[src/rtl/ledpanel_write_arbiter.sv]
// Round-robin arbiter for the ledpanel video-memory write port, with an optional frame-clear engine.
// The frame-clear engine is built only when LEDPANEL_ARB_CLEAR_EN is defined.
module ledpanel_write_arbiter #(
   parameter int CHAINED    = 1,
   parameter int ADDR_WIDTH = 16
) (
   input  logic                  ctrl_clk,
   input  logic                  ctrl_rst,
   input  logic                  req0_valid,
   output logic                  req0_ready,
   input  logic [3:0]            req0_wr,
   input  logic [ADDR_WIDTH-1:0] req0_addr,
   input  logic [23:0]           req0_wdat,
   input  logic                  req1_valid,
   output logic                  req1_ready,
   input  logic [3:0]            req1_wr,
   input  logic [ADDR_WIDTH-1:0] req1_addr,
   input  logic [23:0]           req1_wdat,
   input  logic                  clear_start,
   input  logic [23:0]           clear_color,
   output logic                  clear_busy,
   output logic                  clear_done,
   output logic                  addr_err,
   output logic                  ctrl_en,
   output logic [3:0]            ctrl_wr,
   output logic [ADDR_WIDTH-1:0] ctrl_addr,
   output logic [23:0]           ctrl_wdat
);

   localparam int DEPTH = CHAINED * 4096;
   localparam logic [ADDR_WIDTH:0] DEPTH_L = (ADDR_WIDTH + 1)'(DEPTH);

   logic                  en_q, en_d;
   logic [3:0]            wr_q, wr_d;
   logic [ADDR_WIDTH-1:0] addr_q, addr_d;
   logic [23:0]           wdat_q, wdat_d;
   logic                  err_q, err_d;
   logic                  rr_q, rr_d;
   logic                  arbOpen;
   logic                  grant0, grant1;
   logic [3:0]            selWr;
   logic [ADDR_WIDTH-1:0] selAddr;
   logic [23:0]           selWdat;

`ifdef LEDPANEL_ARB_CLEAR_EN
   localparam int CW = $clog2(DEPTH) + 1;
   localparam logic [CW-1:0] DEPTH_C = CW'(DEPTH);

   typedef enum logic {ARB, CLEAR} state_e;

   state_e        state_q, state_d;
   logic [CW-1:0] cnt_q, cnt_d;
   logic [23:0]   color_q, color_d;
   logic          done_q, done_d;
   logic          unusedBits;

   assign unusedBits = ^{req0_wr[3], req1_wr[3]};
   assign arbOpen    = (state_q == ARB) && !clear_start;
   assign clear_busy = (state_q == CLEAR);
   assign clear_done = done_q;
`else
   logic unusedBits;

   assign unusedBits = ^{req0_wr[3], req1_wr[3], clear_start, clear_color};
   assign arbOpen    = 1'b1;
   assign clear_busy = 1'b0;
   assign clear_done = 1'b0;
`endif

   // rr_q names the side that wins when both requesters are valid
   assign grant0  = arbOpen && req0_valid && (!req1_valid || !rr_q);
   assign grant1  = arbOpen && req1_valid && (!req0_valid || rr_q);
   assign selWr   = grant1 ? req1_wr   : req0_wr;
   assign selAddr = grant1 ? req1_addr : req0_addr;
   assign selWdat = grant1 ? req1_wdat : req0_wdat;

   assign req0_ready = grant0;
   assign req1_ready = grant1;

   always_comb begin
      en_d   = 1'b0;
      wr_d   = 4'b0000;
      addr_d = addr_q;
      wdat_d = wdat_q;
      err_d  = 1'b0;
      rr_d   = rr_q;
`ifdef LEDPANEL_ARB_CLEAR_EN
      state_d = state_q;
      cnt_d   = cnt_q;
      color_d = color_q;
      done_d  = 1'b0;
`endif
      if (grant0 || grant1) begin
         rr_d = grant0;
         if ({1'b0, selAddr} >= DEPTH_L) begin
            err_d = 1'b1;
         end else begin
            en_d   = 1'b1;
            wr_d   = {1'b0, selWr[2:0]};
            addr_d = selAddr;
            wdat_d = selWdat;
         end
      end
`ifdef LEDPANEL_ARB_CLEAR_EN
      // The start cycle already issues address 0, so cnt_q always holds the next address to fill
      unique case (state_q)
         ARB: begin
            if (clear_start) begin
               state_d = CLEAR;
               color_d = clear_color;
               en_d    = 1'b1;
               wr_d    = 4'b0111;
               addr_d  = '0;
               wdat_d  = clear_color;
               cnt_d   = CW'(1);
            end
         end
         CLEAR: begin
            if (cnt_q == DEPTH_C) begin
               state_d = ARB;
               cnt_d   = '0;
            end else begin
               en_d   = 1'b1;
               wr_d   = 4'b0111;
               addr_d = ADDR_WIDTH'(cnt_q);
               wdat_d = color_q;
               cnt_d  = cnt_q + CW'(1);
               done_d = (cnt_q == DEPTH_C - CW'(1));
            end
         end
         default: state_d = ARB;
      endcase
`endif
   end

   always_ff @(posedge ctrl_clk) begin
      if (ctrl_rst) begin
         en_q   <= 1'b0;
         wr_q   <= 4'b0000;
         addr_q <= '0;
         wdat_q <= '0;
         err_q  <= 1'b0;
         rr_q   <= 1'b0;
`ifdef LEDPANEL_ARB_CLEAR_EN
         state_q <= ARB;
         cnt_q   <= '0;
         color_q <= '0;
         done_q  <= 1'b0;
`endif
      end else begin
         en_q   <= en_d;
         wr_q   <= wr_d;
         addr_q <= addr_d;
         wdat_q <= wdat_d;
         err_q  <= err_d;
         rr_q   <= rr_d;
`ifdef LEDPANEL_ARB_CLEAR_EN
         state_q <= state_d;
         cnt_q   <= cnt_d;
         color_q <= color_d;
         done_q  <= done_d;
`endif
      end
   end

   assign ctrl_en   = en_q;
   assign ctrl_wr   = wr_q;
   assign ctrl_addr = addr_q;
   assign ctrl_wdat = wdat_q;
   assign addr_err  = err_q;

endmodule

[config.mk]
export PLATFORM = sky130hd
export DESIGN_NAME = ledpanel_write_arbiter
export DESIGN_NICKNAME = d
export VERILOG_FILES = /design/src/rtl/ledpanel_write_arbiter.sv
export SDC_FILE = /design/constraint.sdc
export NUM_CORES = 1
export LEC_CHECK = 0
export ABC_CLOCK_PERIOD_IN_PS = 2000
export CAP_MARGIN = 20
export CORE_MARGIN = 3
export CORE_UTILIZATION = 30
export CTS_CLUSTER_DIAMETER = 80
export DETAILED_ROUTE_END_ITERATION = 7
export PLACE_DENSITY = 0.73
export SLEW_MARGIN = 20
export SYNTH_ARGS = -nofsm -noshare
export SYNTH_HDL_FRONTEND = slang
export SYNTH_SLANG_ARGS = --single-unit
export TNS_END_PERCENT = 10
[constraint.sdc]
create_clock -name ctrl_clk -period 2 [get_ports ctrl_clk]
set_input_delay 0.6 -clock ctrl_clk [delete_from_list [all_inputs] [get_ports ctrl_clk]]
set_output_delay 0.6 -clock ctrl_clk [all_outputs]
set_load 0.02 [all_outputs]
* Yosys cells after proc, flatten, opt, wreduce, memory -nomap -nowiden
Cells that the tools add are included.
** Storage, ports and cells
- ROM bits :: 0
- Bits of input ports :: 117
- Latch bits :: 0
- Bits in registers :: 47
- Memories :: 0
- RAM bits :: 0
- Word-level logic and storage cells :: 26
- Output and inout bits :: 50
** Cells by class
- Add/subtract/negate cells :: 0
- Multipliers :: 0
- Shifts and indexed selects :: 0
- Bitwise operators :: 2
- Equal/unequal tests :: 0
- Div/mod/pow operators :: 0
- Reductions and logical operators :: 11
- Mux-type cells :: 5
- $lt $le $gt $ge :: 1
** Operator list (number)
- 24-bit 2-to-1 mux :: 1
- 16-bit by 13-bit greater-or-equal comparator with 1-bit output (second input constant) :: 1
- 16-bit 2-to-1 mux :: 1
- 1-bit logical NOT :: 3
- 1-bit logical OR :: 3
- 3-bit 2-to-1 mux :: 1
- 3-bit OR reduction :: 1
- 1-bit logical AND :: 2
- 1-bit 2-to-1 mux :: 2
- 1-bit NOT :: 2
- 2-bit AND reduction :: 1
- 2-bit OR reduction :: 1

* Longest topological paths before layout
Gate-level depths: netlist of the first run.
- Depth after elaboration :: 7
- Depth in mapped cells :: 8
- Mapped depth without buffers :: 6

* Worst setup path after synthesis of the first run
No wires, ideal clock.
- Path type :: input port to output port
- Start :: in req0_valid
- End :: out req1_ready
- Path slack :: 0.182 ns
- Data arrival time :: 1.218 ns
- Path buffers :: 1
- Data required time :: 1.400 ns
- Stages :: 4
- Path through :: nand2b_1 nand2_1 inv_1 clkbuf_1
** Between the ends
- Word-level cells in the longest chain between the ends :: 3
** Ends and longest elaborated chain
- start, declared :: RTL line 9 : input logic req0_valid,
- 1-bit logical NOT :: RTL line 72 : assign grant1 = arbOpen && req1_valid && (!req0_valid || rr_q);
- 1-bit logical OR :: RTL line 72
- 1-bit logical AND :: RTL line 72
- end, declared :: RTL line 15 : output logic req1_ready,
No other way between the ends.

* Worst setup path in the final report of the first run
- Start :: in req1_addr[15]
- End :: reg wdat_q[2] (netlist: ctrl_wdat[2])
** Between the ends
- Word-level cells in the longest chain between the ends :: 4
** Ends and longest elaborated chain
- start, declared :: RTL line 17 : input logic [ADDR_WIDTH-1:0] req1_addr,
- 16-bit 2-to-1 mux :: RTL line 74 : assign selAddr = grant1 ? req1_addr : req0_addr;
- 16-bit by 13-bit greater-or-equal comparator with 1-bit output :: RTL line 95 : if ({1'b0, selAddr} >= DEPTH_L) begin
- 1-bit NOT (no line)
- 2-bit AND reduction (no line)
- end signal, assigned :: RTL line 154 : wdat_q <= wdat_d;
- end, declared :: RTL line 36 : logic [23:0] wdat_q, wdat_d;
No other way between the ends.
A chain may end at the register's enable or synchronous reset.

==> results of run 1 <==
-- worst max path at each step --
stage,slack [ps],endpoint
after global placement,-560,req1_ready
after floorplan,180,req1_ready
after detailed placement,-570,req1_ready
final,70,ctrl_wdat[2]$_SDFFE_PP0P_
after global routing,20,ctrl_wdat[3]$_SDFFE_PP0P_
after CTS,-10,ctrl_wdat[13]$_SDFFE_PP0P_
-- repair_timing --
item	in CTS	in global routing
pin swaps	2	4
gates cloned	1	7
gates resized for setup	12	14
setup buffers	3	4
endpoints found under the setup margin	37	38
endpoints found under the hold margin	0	0
-- layout make-up --
type / instances / area, µm²
multi-input combinational: 172 / 1150
clock buffer: 7 / 86.3
sequential: 46 / 921
clock inverter: 1 / 5.00
timing repair buffer: 163 / 1700
fill: 611 / 2960
inverter: 2 / 7.51
tap: 96 / 120
-- power by group --
| part | internal [mW] | total [mW] | switching (mW) |
|---|---|---|---|
| logic | 0.293 | 0.531 | 0.238 |
| registers | 0.944 | 0.958 | 0.0135 |
| clock network | 0.279 | 0.592 | 0.312 |
| total | 1.52 | 2.08 | 0.564 |
-- worst max-delay path, stage by stage --
cell and delay [ps]:
clkdlybuf4s50_1 440, nor4_4 250, a32o_2 380, buf_6 190, clkbuf_16 170, a311oi_2 80
-- registers in the layout, indices dropped and copies added, names as in the netlist --
signal,count
rr_q,1
ctrl_wr,3
ctrl_en,1
ctrl_wdat,24
addr_err,1
ctrl_addr,16
-- through the flow --
step	TNS (ps)	cells	utilization
after floorplan	0	243	-
after global placement	-15320	464	0.524
after detailed placement	-16660	464	0.524
after CTS	-33.1	476	0.544
after global routing	0	487	0.574
final	0	487	0.574
-- cells in the final DEF, fill, tap and decap left out, types with 2 or more instances in the layout --
cell,n
a311oi_1,2
a311oi_2,34
and2_1,4
buf_12,2
buf_2,2
buf_4,16
buf_6,5
clkbuf_16,4
clkbuf_8,6
clkdlybuf4s50_1,125
conb_1,3
dfxtp_1,46
dlygate4sd2_1,2
dlymetal6s2s_1,6
inv_1,2
mux2i_1,3
nand2_1,75
nor2_1,39
nor3_1,3
nor4_4,2
-- cell families (layout without fill, tap and decap cells) --
kind of cell,after synthesis,in the layout,share of synthesized area
AND/OR/NAND/NOR,125,125,0.234
flip-flops,46,46,0.422
AO/OA/AOI/OAI,40,41,0.256
buffers and inverters,26,173,0.0727
multiplexers,3,3,0.0137
other,1,3,0.00172
-- routing by layer --
layer  track usage  vias up
met5             0        -
met4        0.0515        0
met3        0.0580       13
met2         0.259       87
met1         0.183     1071
li1              -     1125
==> results by stage, run 1 <==
Outcome:
- The run finished with clean final reports.

Drt:
- The number of detailed-routing iterations run before antenna repair is 4.
- The detailed router finished its first iteration with 56 violations.
- Detailed routing placed a total of 553 µm of wire on met3.
- The total routed wire length on the met1 layer is 2990 µm.
- The via count is between 2000 and 2500.
- The routed design uses roughly 3800 µm of met2 wire.
- In the routed layout, each cell is associated on average with a via count of between 4 and 5.
- The mean routed wirelength per cell is around 15 µm.
- The top routing layer in use is met4.
- The final antenna-violating net count is 0.
- For this run, design rule violations remaining after detail routing come to 0.
- The routed design has between 7000 and 8000 µm of wire.

Floorplanning:
- After floorplanning, the core was divided into 30 placement rows.
- The effective utilization at floorplan is 0.315.
- The die is 91.3 µm wide.
- The placeable core region is between 6000 and 7000 µm².
- For this design the top-level I/O count stands at around 170.
- The die area is 8340 µm².
- The die is ~91 µm tall.

GRT:
- The global-route wire length before repair is between 10000 and 15000 µm.
- The total global-route track usage is 0.155.
- The initial antenna violation count was 0.
- The via count of the first global-routing pass is between 2000 and 2500.
- Entering global routing, the biggest net connects between 40 and 50 pins.
- The global route total overflow is 0.

Synthesis:
- In the synthesized netlist the async set-or-reset flop fraction comes to 0.
- The number of unique standard cell types used by synthesis is 21.
- dfxtp_1 takes more of the synthesized area than any other cell.
- In this run the mean area of a mapped cell was between 9 and 10 µm².
- The most used flip-flop cell after synthesis is dfxtp_1.
- The number of storage elements in the synthesis netlist is 46.
- Yosys printed 0 warnings.
- Synthesis handed over a netlist of approximately 240 instances.
- Yosys instantiated no cell more often than nand2_1.
- The share of the synthesized area in the top cell type is 0.422.
- Ranked by total cell area, the synthesized netlist is headed by dfxtp_1 (42%), a311oi_2 (23%), nand2_1 (13%).
- The cell area that synthesis handed to floorplanning was roughly 2200 µm².
- In this run, synthesis inferred 0 flip-flops with an integrated enable.
- The share of the Yosys chip area taken by registers is 0.422.
- Ranked by instance count, the synthesized netlist is headed by nand2_1 (75), dfxtp_1 (46), nor2_1 (40).

STA:
- The final critical delay including setup and external delays is 1930 ps.
- Hold timing on the final database bottoms out at a slack of between 400 and 500 ps.
- The count of final hold-check violations came to 0.
- The number of endpoints failing setup at the final stage is 0.
- The final max-slew violation count is 0.
- The final cycle utilization of the critical path is 0.964.
- After layout, the worst setup slack is between 70 and 80 ps.
- The highest attainable clock frequency is ~0.52 GHz.
- Setup repair after global routing left no endpoint under its margin.
- Between clock sinks in the finished design, the worst skew comes to between 4 and 5 ps.

Pwr:
- The post-layout total power is about 2.1 mW.
- The analysis attributes to cell leakage a power of between 1 and 1.5 nW.
- Power spread over the standard cell area amounts to between 500 and 600 nW/µm².
- The peak supply drop is slightly below 0.3 mV.

Worst setup path:
- The endpoint identified for the worst register-to-register timing path is ctrl_wdat[3]$_SDFFE_PP0P_.
- Tracing the worst setup path back leads to its startpoint at req1_addr[15].
- STA puts the critical path data required time at around 2200 ps.
- The worst setup path is launched from a primary input.
- The critical path class is primary input to register.
- Along the worst path, the maximum fanout reaches 6.
- The type of element capturing the critical path is a register.
- Data on the critical path arrives at its endpoint at between 2000 and 2500 ps.
- The setup slack of the worst register-to-register path is 390 ps.
- The worst-case reg-to-reg path depth is 8.
- In this run the critical register-to-register path is launched from rr_q$_SDFFE_PP0P_.

Clocking:
- The clock passes through at most 2 buffers.
- The root buffer cell is clkbuf_8.
- The clock transition at the registers of the reported paths is about 90 ps.
- TritonCTS created 5 clock buffers.
- In this run, post-CTS hold repair placed 0 buffers.
- The worst-skew pair later-pin latency is 300 ps.
- The number of sinks handled by clock tree synthesis is 46.
- The CTS H-tree depth is 2.
- TritonCTS built the clock tree.

Place:
- The congestion estimate from routability-driven global placement came to 0.756.
- Buffers placed on the I/O ports in this run total ~140.
- The HPWL after detailed placement is about 4700 µm.
- Before CTS, the worst setup slack after placement is -566 ps.
- The area after detailed placement is around 3600 µm².

Layout:
- The share of cells above drive strength 1 is 0.194.
- The finished cells cover 3980 µm².
- Relative to the synthesized area, the layout overhead comes to 82.4%.
- In the final design database the tool counted between 500 and 600 nets.
- The antenna diode instance count is 0.

Min path:
- The type of the most critical hold path is register to register.
- The worst hold path terminates at ctrl_addr[12]$_SDFFE_PP0P_.
- The cell depth of the worst hold path is 1.
- In this run the most critical hold path is launched from ctrl_addr[12]$_SDFFE_PP0P_.

Run:
- Max-cap violations in this run came to 0.
No activity file was read; power rests on OpenSTA's default activity.
==> run 2: changes to the inputs <==
--- a/config.mk
+++ b/config.mk
@@ -6,12 +6,12 @@
 export NUM_CORES = 1
 export LEC_CHECK = 0
 export ABC_CLOCK_PERIOD_IN_PS = 2000
-export CAP_MARGIN = 20
+export CAP_MARGIN = 0
 export CORE_MARGIN = 3
-export CORE_UTILIZATION = 30
+export CORE_UTILIZATION = 34
 export CTS_CLUSTER_DIAMETER = 80
 export DETAILED_ROUTE_END_ITERATION = 7
-export PLACE_DENSITY = 0.73
+export PLACE_DENSITY = 0.81
 export SLEW_MARGIN = 20
 export SYNTH_ARGS = -nofsm -noshare
 export SYNTH_HDL_FRONTEND = slang
==> run 2 against run 1 <==
Effect of this change: die area shrank 11%; clock skew rose by 2.3 ps; non-clock buffer count grew 2; clock power is 43% higher; largest power group unchanged; highest routed layer unchanged.
==> results by stage, run 2 (same netlist as run 1, synthesis figures left out) <==
Outcome:
- The flow ran to the end, and the final reports show no timing, DRC or antenna violations.

STA:
- The count of final hold-check violations is 0 (unchanged).
- The number of endpoints failing setup at the final stage is 0 (unchanged).
- The final cycle utilization of the critical path is 0.986 (+0.0223).
- The maximum clock skew at final layout is 7.15 ps (+2.30 ps).
- The final max-slew violation count is 0 (unchanged).
- The post-route worst setup slack is 27.4 ps (-44.5 ps).
- The highest attainable clock frequency was 0.507 GHz (-2.3%).
- The final critical delay including setup and external delays was 1970 ps (+44.5 ps).

Drt:
- The detailed router's first-iteration violation count was 30 (-46%).
- The final antenna-violating net count is 0 (unchanged).
- The number of detailed-routing iterations run before antenna repair is 5 (+1).
- The residual DRC count is 0 (unchanged).
- The via count was 2296 (unchanged).
- The routed wire length is 6750 µm (-9.4%).
- The via-per-instance ratio is 4.92 (+4.3%).
- The mean routed wirelength per cell is 14.5 µm (-5.5%).

Pwr:
- The peak supply drop came to 0.384 mV (+32%).
- The sequential share of power was 0.410 (-0.050).
- The fraction of power consumed by combinational cells is 0.228 (-0.027).
- The areal power density over the cells is 582 nW/µm² (+11%).
- The post-layout total power is 2.34 mW (+12%).
- The total net switching power came to 0.561 mW (-0.60%).
- The clock group share of total power is 0.362 (+0.077).
- The leakage component of the power is 1.49 nW (-0.87%).
- The switching share of total power came to 0.240 (-0.0310).
- The internal power consumption is 1.77 mW (+17%).

GRT:
- The via count of the first global-routing pass is 2278 (+3.8%).
- The global route total overflow is 0 (unchanged).
- The pin count of the biggest net entering global routing is 41 (unchanged).
- The initial antenna violation count came to 0 (unchanged).
- The total global-route track usage is 0.178 (+0.0234).
- The global-route wire length before repair came to 10700 µm (+1.4%).

Floorplanning:
- The placeable core region is 6060 µm² (-13%).
- The effective utilization at floorplan is 0.360 (+0.0459).
- The top-level I/O count is 167 (unchanged).
- The height of the chip came to 86.2 µm (-5.7%).
- The die extent in x came to 86.2 µm (-5.7%).
- The die area is 7420 µm² (-11%).
- The row count is 28 (-6.7%).

Clocking:
- The CTS H-tree depth was 2 (unchanged).
- The worst-skew pair later-pin latency is 290 ps (about the same).
- The maximum root-to-sink buffer count came to 2 (unchanged).
- The CTS tree is built.
- The number of buffers inserted during clock tree synthesis is 5 (unchanged).
- The tree is rooted in a clkbuf_8.
- The number of sinks handled by clock tree synthesis is 46 (unchanged).
- The clock transition at the registers of the reported paths is 90 ps (about the same).

Worst setup path:
- The launch point of the worst reg-to-reg path is rr_q$_SDFFE_PP0P_.
- The cell with the biggest individual delay on the critical path is a32o_4.
- The type of element capturing the critical path is a register.
- The critical-path maximum fanout is 12 (+6).
- The cell type with the highest occurrence count on the critical path is buf_4.
- The endpoint required time on the critical path was 2190 ps (about the same).
- The kind of cell with the highest combined delay along the critical path is buffers and inverters.
- The biggest cell delay along the critical path is 310 ps (-130 ps).
- The critical path class is primary input to register.
- Walking the worst path, the cells encountered are dlygate4sd2_1, nand2b_1, buf_4, buf_4, a32o_4, buf_12, buf_6, buf_16, a311oi_2.
- The data arrival time of the worst path is 2160 ps (+60 ps).
- STA classifies the critical path startpoint as a primary input.
- The first element of the critical path is req0_valid.
- The sum of buffers and inverters on the critical path is 6 (+3).

Layout:
- The library cells used most frequently in the layout, excluding fill and tap cells, are clkdlybuf4s50_1 (127), nand2_1 (75), dfxtp_1 (46).
- The flip-flop count of the largest register, all copies and words added is 24 (unchanged).
- The count of filler cells inserted in the layout is 496 (-19%).
- The area of all sequential standard cells was 921 µm² (unchanged).
- The footprint of the multi-input gates was 1140 µm² (-0.55%).
- The share of cells above drive strength 1 came to 0.199 (+0.00461).
- The number of standard cells in the final layout excluding fillers is 467 (-4.1%).
- The final net count is 508 (+0.20%).
- The antenna diode instance count is 0 (unchanged).
- Relative to the synthesized area, the layout overhead comes to 83.7%.
- The most common cell after layout, fill and taps aside is clkdlybuf4s50_1.
- The summed area of non-filler cells in the final layout is 4010 µm² (+0.75%).

Run:
- The number of max-capacitance violations reported is 0 (unchanged).

Place:
- The area after detailed placement came to 3640 µm² (about the same).
- The count of placed standard cells including taps is 445 (-4.1%).
- The worst slack at placement is -517 ps (+49.2 ps).
- The weighted congestion at the end of routability-driven global placement is 0.781 (+3.3%).
- The estimated wirelength of the detail-placed design is 4690 µm (+0.43%).
- The number of buffers inserted by port buffering is 136 (unchanged).

Min path:
- The type of the most critical hold path is register to register.
- The start point of the worst hold path is ctrl_addr[14]$_SDFFE_PP0P_.
## run 2: area by class of cell
type / count / share of cell area
timing repair buffer: 165 / 0.426
multi-input combinational: 171 / 0.284
sequential: 46 / 0.229
tap: 75 / 0.0234
clock buffer: 6 / 0.0206
clock inverter: 2 / 0.0150
inverter: 2 / 0.00187
## run 2: final timing paths
check	endpoint	slack (ps)	depth (start not counted)
worst max-delay path	ctrl_addr[11]$_SDFFE_PP0P_	30	9
worst max register to register	ctrl_addr[11]$_SDFFE_PP0P_	160	8
worst min-delay path	ctrl_addr[14]$_SDFFE_PP0P_	470	1
worst min register to register	ctrl_addr[14]$_SDFFE_PP0P_	470	1
## run 2: metal layers
layer,GRT usage,vias to the layer above,wire (µm)
li1,-,1125,-
met5,0,-,0
met1,0.205,1072,2680
met4,0.0446,0,107
met2,0.322,89,3430
met3,0.0528,10,541
## run 2: worst reg2reg max path, cell delays in order (launching register included)
cell and delay (ps):
dfxtp_1 330, nand2b_1 150, buf_4 130, buf_4 120
a32o_4 310, buf_12 150, buf_6 130, buf_16 150
a311oi_2 270
## run 2: per-stage QoR
step                setup TNS (ps)   util  hold WS (ps)
floorplan                        0      -           487
global placement            -13600  0.601           447
detailed placement          -14430  0.601           452
CTS                              0  0.647           475
global route                 -5.85  0.662           487
finish                           0  0.662           471
## run 2: what timing repair did
action                                  CTS  global route
gates resized for setup                  23             3
hold buffers                              0             0
endpoints found under the setup margin   31            39
gates cloned                              3             1
pin swaps                                 4             3
setup buffers                             4             6
hold endpoints to repair                  0             0
## run 2: power by group through the flow
stage / Sequential, mW / Clock [mW] / Combinational [mW]
after floorplan: 1.01 / 0 / 0.196
after global placement: 0.978 / 0 / 0.499
after detailed placement: 0.979 / 0 / 0.505
after CTS: 0.958 / 0.864 / 0.525
after global routing: 0.962 / 0.898 / 0.572
final: 0.958 / 0.845 / 0.532
